File: config.mk
export PLATFORM = sky130hd
export DESIGN_NAME = wasm_instr_loader
export DESIGN_NICKNAME = d
export VERILOG_FILES = /design/src/rtl/wasm_instr_loader_pkg.sv /design/src/rtl/wasm_instr_loader_packer.sv /design/src/rtl/wasm_instr_loader.sv
export SDC_FILE = /design/constraint.sdc
export NUM_CORES = 1
export LEC_CHECK = 0
export CELL_PAD_IN_SITES_DETAIL_PLACEMENT = 0
export CELL_PAD_IN_SITES_GLOBAL_PLACEMENT = 2
export CORE_ASPECT_RATIO = 0.7
export CORE_MARGIN = 2
export CORE_UTILIZATION = 30
export CTS_BUF_LIST = sky130_fd_sc_hd__clkbuf_8
export DETAILED_ROUTE_END_ITERATION = 6
export PLACE_DENSITY_LB_ADDON = 0.1
export SETUP_SLACK_MARGIN = 0.2
export SYNTH_ARGS = -nofsm -noshare
export SYNTH_HDL_FRONTEND = slang
export SYNTH_SLANG_ARGS = --single-unit
export TNS_END_PERCENT = 20
File: constraint.sdc
create_clock -name i_clk -period 3 [get_ports i_clk]
set_input_delay 0.6 -clock i_clk [delete_from_list [all_inputs] [get_ports i_clk]]
set_output_delay 0.6 -clock i_clk [all_outputs]
set_load 0.01 [all_outputs]
File: src/rtl/wasm_instr_loader_pkg.sv
// Shared definitions for the WASM instruction-memory loader.
// Holds the instruction-memory geometry constants that the core also uses
// (write window width, window size log2, BRAM depth and its log2) and the
// loader state encoding, so the core and the loader cannot drift apart.
package wasm_instr_loader_pkg;

  localparam int INSTR_WRITE_WIDTH     = 64;    // bits per write window
  localparam int LOG_WRITE_WINDOW_SIZE = 3;     // log2(bytes per window)
  localparam int INSTR_BRAM_DEPTH      = 1024;  // instruction memory bytes
  localparam int INSTR_LOG2_BRAM_DEPTH = 10;    // log2(INSTR_BRAM_DEPTH)

  typedef enum logic [2:0] {
    ST_IDLE  = 3'd0,
    ST_FILL  = 3'd1,
    ST_WRITE = 3'd2,
    ST_DONE  = 3'd3,
    ST_ERROR = 3'd4
  } loader_state_t;

endpackage

File: src/rtl/wasm_instr_loader_packer.sv
// instr_byte_packer: little-endian byte-lane register for one write window.
// Ports:
//   clk, rst       clock, asynchronous active-high reset
//   clear          empties every lane and rewinds the fill index
//   wr_en, wr_byte store wr_byte into the lane at the current fill index
//   wr_data        packed window, lane 0 in bits [7:0]; unwritten lanes are 0
//   last_lane      index of the most recently written lane (valid bytes - 1)
//   lane_full      the current fill index is the final lane of the window
module instr_byte_packer #(
  parameter int WIN_BYTES = 8,
  parameter int LOG_WIN   = 3
) (
  input  logic                   clk,
  input  logic                   rst,
  input  logic                   clear,
  input  logic                   wr_en,
  input  logic [7:0]             wr_byte,
  output logic [8*WIN_BYTES-1:0] wr_data,
  output logic [LOG_WIN-1:0]     last_lane,
  output logic                   lane_full
);

  logic [LOG_WIN-1:0] fill_idx_reg;
  logic [LOG_WIN-1:0] last_lane_reg;
  logic [7:0]         lane_reg [WIN_BYTES];

  always_ff @(posedge clk or posedge rst) begin
    if (rst) begin
      fill_idx_reg  <= '0;
      last_lane_reg <= '0;
    end else if (clear) begin
      fill_idx_reg  <= '0;
      last_lane_reg <= '0;
    end else if (wr_en) begin
      // Wraps to 0 after the final lane; the window is cleared on transfer anyway.
      fill_idx_reg  <= fill_idx_reg + LOG_WIN'(1);
      last_lane_reg <= fill_idx_reg;
    end
  end

  generate
    for (genvar gi = 0; gi < WIN_BYTES; gi++) begin : g_lane
      // Lanes are only written forward from a cleared window, so any lane
      // beyond the fill index still reads as zero when the window is sent.
      always_ff @(posedge clk or posedge rst) begin
        if (rst) begin
          lane_reg[gi] <= '0;
        end else if (clear) begin
          lane_reg[gi] <= '0;
        end else if (wr_en && (fill_idx_reg == LOG_WIN'(gi))) begin
          lane_reg[gi] <= wr_byte;
        end
      end
      assign wr_data[gi*8 +: 8] = lane_reg[gi];
    end
  endgenerate

  assign last_lane = last_lane_reg;
  assign lane_full = (fill_idx_reg == LOG_WIN'(WIN_BYTES - 1));

endmodule

File: src/rtl/wasm_instr_loader.sv
// wasm_instr_loader: streams a host byte image into the WASM core's
// instruction memory, one little-endian write window at a time, and keeps
// the core in reset until the whole image has been written.
// Ports:
//   i_clk, i_rst                     clock, asynchronous active-high reset
//   i_start                          begin a new load (IDLE/DONE/ERROR only)
//   i_byte, i_byte_vld, i_byte_last  host byte stream; last marks image end
//   o_byte_rdy                       byte accepted when i_byte_vld & o_byte_rdy
//   o_we, o_wr_data                  instruction-memory write request/window
//   o_write_pointer_shift_minusone   valid bytes in the window minus one
//   i_wr_rdy                         memory accepts the write this cycle
//   o_core_rst                       reset to the core, low only once loaded
//   o_load_done, o_load_error        image written / capacity overflow
//   o_byte_count                     bytes accepted during this load
module wasm_instr_loader
  import wasm_instr_loader_pkg::*;
#(
  parameter int WIN_BYTES   = INSTR_WRITE_WIDTH / 8,
  parameter int LOG_WIN     = LOG_WRITE_WINDOW_SIZE,
  parameter int DEPTH_BYTES = INSTR_BRAM_DEPTH,
  parameter int LOG_DEPTH   = INSTR_LOG2_BRAM_DEPTH
) (
  input  logic                   i_clk,
  input  logic                   i_rst,
  input  logic                   i_start,
  input  logic [7:0]             i_byte,
  input  logic                   i_byte_vld,
  input  logic                   i_byte_last,
  output logic                   o_byte_rdy,
  output logic                   o_we,
  output logic [8*WIN_BYTES-1:0] o_wr_data,
  output logic [LOG_WIN-1:0]     o_write_pointer_shift_minusone,
  input  logic                   i_wr_rdy,
  output logic                   o_core_rst,
  output logic                   o_load_done,
  output logic                   o_load_error,
  output logic [LOG_DEPTH:0]     o_byte_count
);

  loader_state_t      state_reg, state_next;
  logic [LOG_DEPTH:0] count_reg;
  logic               last_seen_reg;
  logic               we_reg, done_reg, error_reg, core_rst_reg;
  logic               accept, pack_clear, count_clear;
  logic               count_full, lane_full;

  // Once the memory is full no further byte may be taken; the offer itself
  // is what triggers the overflow abort below.
  assign count_full = (count_reg == (LOG_DEPTH + 1)'(DEPTH_BYTES));
  assign o_byte_rdy = (state_reg == ST_FILL) && !count_full;
  assign accept     = o_byte_rdy && i_byte_vld;

  always_comb begin
    state_next  = state_reg;
    pack_clear  = 1'b0;
    count_clear = 1'b0;
    case (state_reg)
      ST_IDLE, ST_DONE, ST_ERROR: begin
        if (i_start) begin
          state_next  = ST_FILL;
          pack_clear  = 1'b1;
          count_clear = 1'b1;
        end
      end
      ST_FILL: begin
        if (i_byte_vld && count_full) begin
          // Overflow: drop whatever partial window exists, never write it.
          state_next = ST_ERROR;
          pack_clear = 1'b1;
        end else if (accept && (lane_full || i_byte_last)) begin
          state_next = ST_WRITE;
        end
      end
      ST_WRITE: begin
        if (i_wr_rdy) begin
          pack_clear = 1'b1;
          state_next = last_seen_reg ? ST_DONE : ST_FILL;
        end
      end
      default: state_next = ST_IDLE;
    endcase
  end

  // Status outputs are registered from the next state so they line up with
  // the state register itself (o_we rises on the edge that fills a window).
  always_ff @(posedge i_clk or posedge i_rst) begin
    if (i_rst) begin
      state_reg     <= ST_IDLE;
      count_reg     <= '0;
      last_seen_reg <= 1'b0;
      we_reg        <= 1'b0;
      done_reg      <= 1'b0;
      error_reg     <= 1'b0;
      core_rst_reg  <= 1'b1;
    end else begin
      state_reg    <= state_next;
      we_reg       <= (state_next == ST_WRITE);
      done_reg     <= (state_next == ST_DONE);
      error_reg    <= (state_next == ST_ERROR);
      core_rst_reg <= (state_next != ST_DONE);
      // Accept is blocked at capacity, so the count saturates without wrapping.
      if (count_clear) begin
        count_reg <= '0;
      end else if (accept) begin
        count_reg <= count_reg + (LOG_DEPTH + 1)'(1);
      end
      if (pack_clear) begin
        last_seen_reg <= 1'b0;
      end else if (accept && i_byte_last) begin
        last_seen_reg <= 1'b1;
      end
    end
  end

  instr_byte_packer #(
    .WIN_BYTES (WIN_BYTES),
    .LOG_WIN   (LOG_WIN)
  ) u_packer (
    .clk       (i_clk),
    .rst       (i_rst),
    .clear     (pack_clear),
    .wr_en     (accept),
    .wr_byte   (i_byte),
    .wr_data   (o_wr_data),
    .last_lane (o_write_pointer_shift_minusone),
    .lane_full (lane_full)
  );

  assign o_we         = we_reg;
  assign o_load_done  = done_reg;
  assign o_load_error = error_reg;
  assign o_core_rst   = core_rst_reg;
  assign o_byte_count = count_reg;

endmodule

# After elaboration in Yosys (flattened, before gate mapping)
# Index checks and enable logic that the tools add are counted.
[totals]
mem_bits_rw = 0
mem_bits_ro = 0
inputBits = 14
out_inout_bits = 83
mem_count = 0
latch_bits = 0
regBits = 89
[classes]
magnitude_cmp = 0
n_shift = 0
n_div = 0
n_bitwise = 0
multipliers = 0
reduce_logical = 29
muxes = 35
n_addsub = 2
n_eq_ne = 16
[ops]
columns = ["cell", "count"]
rows = [
  ["two-way mux 8 bit", 16],
  ["two-way mux 3 bit", 8],
  ["two-way mux 11 bit", 2],
  ["nonzero test 2 bit", 11],
  ["equality test 3 x 2 -> 1 bit, second input constant", 6],
  ["equality test 3 bit, second input constant", 6],
  ["logical AND 1 bit", 13],
  ["adder 11 x 1 -> 11 bit, second input constant", 1],
  ["equality test 11 bit, second input constant", 1],
  ["case mux 3 bit (3 select lines)", 1],
  ["equality test 3 x 1 -> 1 bit, second input constant", 2],
  ["zero test 3 bit", 2],
  ["two-way mux 1 bit", 6],
  ["adder 3 x 1 -> 3 bit, second input constant", 1],
  ["!= test 3 x 2 -> 1 bit, second input constant", 1],
  ["case mux 1 bit (3 select lines)", 1],
  ["OR reduction 3 bit", 1],
  ["two-way mux 2 bit", 1],
  ["zero test 1 bit", 1],
  ["logical OR 1 bit", 1],
]

# Logic depth before layout (Yosys ltp)
# Gate-level depths: netlist (run 1).
[depth]
word_depth = 9
mapped_depth = 9
ltp_nobuf = 6

# Cells and area by module
# A second synthesis (run 1) with hierarchy kept.
[hier_totals]
hier_cells = 376
area_unflattened_um2 = 4325.4
[modules_own_cells]
columns = ["module", "cells_per_inst", "area_per_inst_um2", "n_inst"]
rows = [
  ["instr_byte_packer", 273, 3306.9, 1],
  ["wasm_instr_loader", 103, 1018.5, 1],
]

# Least setup slack after synthesis (run 1)
# Ideal clock, no wire load.
[synth_path]
path_type = "register to output"
from = "register count_reg[0] (netlist: o_byte_count[0])"
to = "output port o_byte_rdy"
path_stages_with_launch = 7
slack_ns = 0.887
required_time_ns = 2.400
n_path_buf = 1
arrival_ns = 1.513
path_cell_list = "dfrtp_1 inv_1 ha_1 and2_1 clkbuf_1 nand3_1 nor4bb_1"
[synth_between]
elab_chain_cells = 3
[synth_rtl]
columns = ["element", "line", "rtl"]
rows = [
  ["start: declaration", "wasm_instr_loader.sv:41", "logic [LOG_DEPTH:0] count_reg;"],
  ["start signal: assignment", "wasm_instr_loader.sv:105", "count_reg <= count_reg + (LOG_DEPTH + 1)'(1);"],
  ["equality test 11 bit", "wasm_instr_loader.sv:49", "assign count_full = (count_reg == (LOG_DEPTH + 1)'(DEPTH_BYTES));"],
  ["zero test 1 bit", "wasm_instr_loader.sv:50", "assign o_byte_rdy = (state_reg == ST_FILL) && !count_full;"],
  ["logical AND 1 bit", "wasm_instr_loader.sv:50", ""],
  ["end: declaration", "wasm_instr_loader.sv:29", "output logic o_byte_rdy,"],
]
# Every way passes these cells.

# Worst setup path after layout (run 1)
# Ends and elaborated chain as after synthesis.

==> results_dict.tcl, run 1 <==
set metrics [dict create \
    gp_congestion 0.770 \
    io_buffer_count 96 \
    diodes 0 \
    overflow 0 \
    cellLeakagePower_nw 2.46 \
    drv_cap 0 \
    syn_nets 450 \
    die-height_um 106 \
    drt-initial-drc-count 240 \
    setup_violations 0 \
    die-area_um2 15900 \
    drive_above_1_share_pct 14.1 \
    insertion_delay_ns 0.36 \
    rsz0062_at_grt "false" \
    syn_area_per_cell_um2 10.4 \
    syn_inst 428 \
    yosys-top-cells-count "88 x dfrtp_1, 48 x nand3_1, 41 x nand4_1" \
    status "finished, final reports clean" \
    required_ns 2.40 \
    ir_drop_v 0.000303 \
    detail_route.vias_per_cell 5.15 \
    yosys.area.top_type_share_pct 49.5 \
    grt.total_usage_pct 17.7 \
    synth.most_common_cell "dfrtp_1" \
    placed_area_um2 5590 \
    cts_max_level 3 \
    core-area_um2 14600 \
    root_buffer "clkbuf_8" \
    cts_sinks 89 \
    dr.pass1.iters 6 \
    final_antenna_net_count 0 \
    fin_skew_ns 0.00842 \
    initial_utilization_pct 30.5 \
    async_reset_ff_share_pct 100 \
    critPathMaxFanout 6 \
    r2r_start "o_byte_count[0]$_DFFE_PP0P_" \
    vias 3660 \
    maxSlewViolCount 0 \
    timing.final.crit_share_pct 86.0 \
    fillers 1436 \
    routed_wl_um 13600 \
    die_x_um 150 \
    cts_buffer_depth 2 \
    finalHoldViolations 0 \
    grt_antenna_before_repair 0 \
    setup_tns_ns 0 \
    slowest_stage "dfrtp_2" \
    synth_top_cell_by_area "dfrtp_1" \
    worstMarginPinSlew_ns 0.704 \
    rows 37 \
    netlist_area_um2 4450 \
    io_pins 97 \
    synth.area.top_cells "dfrtp_1 49%, nand4_1 5.8%, nand3_1 5.4%" \
    min_period_ns 2.58 \
    r2r_cells 6 \
    yosys_warnings 0 \
    min_path_cells 2 \
    ys.flop_type "dfrtp_1" \
    grt_pass1_vias 3569 \
    power_density_nw_per_um2 725 \
    cts_tree "built" \
    worstSetupStartpointType "register" \
    fmax_mhz 388 \
    hold_start "last_seen_reg$_DFFE_PP0P_" \
    endpoint_kind "primary output" \
    startpoint "o_byte_count[0]$_DFFE_PP0P_" \
    postLayoutCellArea_um2 5840 \
    path_depth 6 \
    dp_hpwl_um 9310 \
    synth_seq_cells 89 \
    syn_to_final_growth_pct 31.1 \
    holdCritPathClass "reg2reg" \
    post-cts-setup-buffer-count 0 \
    wl_per_cell_um 19.1 \
    path_delay_family "simple AND/OR/NAND/NOR gates" \
    grt_max_degree 38 \
    critPathBufInv 2 \
    ys_types 56 \
    synth_seq_area_share_pct 50.0 \
    worstSetupPathType "reg2out" \
    cts.reportedPaths.clkPinSlew_ns 0.10 \
    cp.arrival_ns 1.98 \
    cp_cell_sequence "inv_1, ha_1, and2_1, nand3_1, nor4bb_1, dlygate4sd2_1" \
    grt_pass1_wl_um 21300 \
    slowest_delay_ns 0.47 \
    synth_edf_count 0 \
    largest_register_ffs 64 \
    max_slew_margin_pct 53.1 \
    fin_nets 533 \
    route.detailed.drc 0 \
    numCtsBuffers 9 \
]
## final timing paths
check | end | slack [ns]
max in group asynchronous | o_byte_count[0]$_DFFE_PP0P_ | 1.68
max reg2reg | u_packer.wr_data[5]$_DFFE_PP0P_ | 0.79
min reg2reg | last_seen_reg$_DFFE_PP0P_ | 0.51
max | o_byte_rdy | 0.42
min in group asynchronous | o_we$_DFF_PP0_ | 0.66
min | last_seen_reg$_DFFE_PP0P_ | 0.51
## tightest hold or removal path: stages (launching register included)
cell and delay (ns):
dfrtp_1 0.36, a21oi_1 0.05, nor2_1 0.07
## layout make-up
type | instances | area, um2 | area share (%)
timing repair buffer | 112 | 1090 | 18.7
sequential | 89 | 2230 | 38.2
multi-input combinational | 287 | 1980 | 33.9
clock inverter | 7 | 119 | 2.04
inverter | 12 | 48.8 | 0.836
tap | 195 | 244 | 4.18
clock buffer | 9 | 124 | 2.12
## through the flow
step	worst slack (ns)	utilization [%]	hold slack, ns	total power [W]	std cells
2_1_floorplan	0.887	-	0.457	0.00253	428
3_3_place_gp	0.270	38.4	0.488	0.00324	695
3_5_place_dp	0.197	38.4	0.493	0.00326	695
4_1_cts	0.383	40.0	0.516	0.00429	711
5_1_grt	0.265	40.0	0.558	0.00450	711
6_report	0.421	40.0	0.513	0.00423	711
## timing repair
action,CTS,global route
setup endpoints to repair,1,0
gates resized for setup,2,0
hold buffers,0,0
## cell families (layout without fill, tap and decap cells)
logic type,Yosys count,count (layout),synth area share [%]
AND/OR/NAND/NOR,165,165,21.0
flip-flops,89,89,50.0
AO/OA/AOI/OAI,87,87,15.1
buffers and inverters,52,140,5.51
multiplexers,21,21,4.86
adder cells (fa/ha/maj),8,8,2.25
XOR/XNOR,6,6,1.18
## routing by layer
| layer | vias to the layer above | GRT usage (%) | share of wire [%] |
|---|---|---|---|
| met3 | 8 | 4.33 | 6.3 |
| met4 | 0 | 4.69 | 0.73 |
| li1 | 1725 | - | - |
| met5 | - | 0 | 0 |
| met2 | 108 | 24.1 | 42 |
| met1 | 1819 | 27.5 | 50 |
## power breakdown
group	internal, W	leakage (nW)	switching, W	total (W)
registers	0.00143	1.22	0.000198	0.00163
logic	0.000693	1.12	0.000895	0.00159
clock network	0.000555	0.121	0.000464	0.00102
## cell usage in the layout, fill, tap and decap left out, types with 3 or more instances in the layout
master,n
o21ai_0,3
a22oi_1,3
bufinv_16,3
nand2_1,28
nor2_1,18
clkdlybuf4s50_1,95
ha_1,8
and2_1,3
a21bo_2,11
nand3_1,48
nand4_1,41
nor3_1,5
clkbuf_8,9
mux2_2,5
a21oi_2,6
a21oi_1,26
nor4_1,3
dfrtp_1,87
mux2i_1,16
xnor2_1,4
o21ai_1,17
buf_4,15
inv_1,12
o21a_1,3
Note: power is estimated with default switching activity, not from simulation.
==> inputs of run 2 (changes only) <==
- CTS_CLUSTER_SIZE: default -> 8
- SKIP_LAST_GASP: default -> 1
==> results of run 2 <==
No change in the layout: final DEF, timing and power equal those of run 1.
==> inputs of run 3 (changes only) <==
- CORE_ASPECT_RATIO: 0.7 -> 0.9
==> results_dict.tcl, run 3 (synthesized netlist as in run 1, its figures left out) <==
set metrics [dict create \
    io_pins 97 \
    cts.reportedPaths.clkPinSlew_ns 0.09 \
    diodes 0 \
    max_slew_margin_pct 53.6 \
    cts_max_level 3 \
    grt_pass1_wl_um 21300 \
    die_x_um 132 \
    post-cts-setup-buffer-count 0 \
    rsz0062_at_grt "false" \
    min_period_ns 2.53 \
    cp.arrival_ns 1.93 \
    cts_tree "built" \
    gp_congestion 0.770 \
    required_ns 2.40 \
    vias 3547 \
    cts_buffer_depth 2 \
    holdCritPathClass "reg2reg" \
    insertion_delay_ns 0.38 \
    overflow 0 \
    p_int_w 0.00256 \
    cellLeakagePower_nw 2.44 \
    pwr-share-clk_pct 21.2 \
    finalHoldViolations 0 \
    timing.final.crit_share_pct 84.2 \
    worstSetupStartpointType "register" \
    power_density_nw_per_um2 702 \
    status "finished, final reports clean" \
    numCtsBuffers 9 \
    maxSlewViolCount 0 \
    seqPwrFrac_pct 39.5 \
    worstSetupPathType "reg2out" \
    syn_to_final_growth_pct 30.3 \
    dp_hpwl_um 8730 \
    grt_antenna_before_repair 0 \
    fmax_mhz 396 \
    endpoint_kind "primary output" \
    initial_utilization_pct 30.5 \
    p_comb_share_pct 39.3 \
    core-area_um2 14600 \
    slowest_delay_ns 0.42 \
    drive_above_1_share_pct 13.8 \
    p_switching_w 0.00151 \
    fin_util_pct 39.7 \
    rows 42 \
    die-area_um2 15800 \
    wl_per_cell_um 18.4 \
    final_antenna_net_count 0 \
    setup_violations 0 \
    detail_route.vias_per_cell 4.99 \
    route.detailed.drc 0 \
    critPathMaxFanout 6 \
    ir_drop_v 0.000257 \
    fin_skew_ns 0.0101 \
    fillers 1484 \
    routed_wl_um 13100 \
    mostFrequentLayoutCell "clkdlybuf4s50_1" \
    grt.total_usage_pct 17.3 \
    dr.pass1.iters 4 \
    setup_tns_ns 0 \
    io_buffer_count 96 \
    die-height_um 120 \
    cts_sinks 89 \
    grt_max_degree 38 \
    netSwitchingFraction_pct 37.1 \
    critPathBufInv 2 \
    drt-initial-drc-count 253 \
    cp_cell_sequence "inv_1, ha_1, and2_2, nand3_1, nor4bb_1, dlygate4sd2_1" \
    path_delay_family "simple AND/OR/NAND/NOR gates" \
    grt_pass1_vias 3621 \
    largest_register_ffs 64 \
    slowest_stage "dfrtp_1" \
    worstMarginPinSlew_ns 0.696 \
    root_buffer "clkbuf_8" \
    fin_nets 531 \
    drv_cap 0 \
    final_cell_mix "95 x clkdlybuf4s50_1, 87 x dfrtp_1, 48 x nand3_1, 41 x nand4_1, 28 x nand2_1" \
]
run 3: cell types whose count changed in the layout (fill, tap and decap cells not counted), sizes merged:
cell      change
clkbuf        +2
buf           -2
clkinvlp      -1
bufinv        -2
clkinv        +1
inv           -1
run 3: per-layer routing:
layer / share of wire [%] / vias to the layer above / GRT usage [%]
met5: 0 / - / 0
met4: 0.82 / 0 / 3.97
met3: 4.2 / 8 / 4.31
met2: 46 / 68 / 25.6
met1: 49 / 1762 / 25.4
li1: - / 1709 / -
run 3: path summary, 6_finish.rpt:
path                                             start                               end  slack [ns]  cells after the start
max in group asynchronous                        i_rst         last_seen_reg$_DFFE_PP0P_        1.56                      3
max reg2reg                o_byte_count[1]$_DFFE_PP0P_  u_packer.wr_data[23]$_DFFE_PP0P_        0.88                      6
min                          last_seen_reg$_DFFE_PP0P_         last_seen_reg$_DFFE_PP0P_        0.52                      2
min reg2reg                  last_seen_reg$_DFFE_PP0P_         last_seen_reg$_DFFE_PP0P_        0.52                      2
min in group asynchronous                        i_rst       o_byte_count[6]$_DFFE_PP0P_        0.60                      2
max                        o_byte_count[1]$_DFFE_PP0P_                        o_byte_rdy        0.47                      6
run 3: through the flow:
step	setup WS [ns]	cell area [um2]	instances	hold slack (ns)	power (W)
detailed placement	0.283	5610	696	0.501	0.00326
global route	0.298	5800	711	0.550	0.00436
CTS	0.412	5800	711	0.523	0.00414
finish	0.473	5800	711	0.523	0.00407
floorplan	0.887	4460	428	0.457	0.00253
global placement	0.320	5610	696	0.488	0.00325
run 3: worst min-delay path, stage by stage (launching register included):
cell and delay [ns]:
dfrtp_1 0.36, a21oi_1 0.05, nor2_1 0.08
run 3: area by class of cell:
type                            count  area, um2  share of cell area (%)
Clock inverter                      4       43.8                   0.754
Clock buffer                       11        151                    2.61
Tap cell                          198        248                    4.27
Timing Repair Buffer              110       1100                    19.0
Multi-Input combinational cell    287       1980                    34.1
Sequential cell                    89       2230                    38.4
Inverter                           12       48.8                   0.841
run 3: repair_timing:
action,in CTS,in global routing
hold buffers,0,0
resized for setup,3,0
setup endpoints to repair,1,0
run 3: power groups by stage:
stage | clock, W | sequential (W) | combinational [W]
detailed placement | 0 | 0.00164 | 0.00163
finish | 0.000862 | 0.00161 | 0.00160
floorplan | 0 | 0.00167 | 0.000859
CTS | 0.000898 | 0.00161 | 0.00163
global route | 0.000949 | 0.00165 | 0.00176
global placement | 0 | 0.00163 | 0.00162
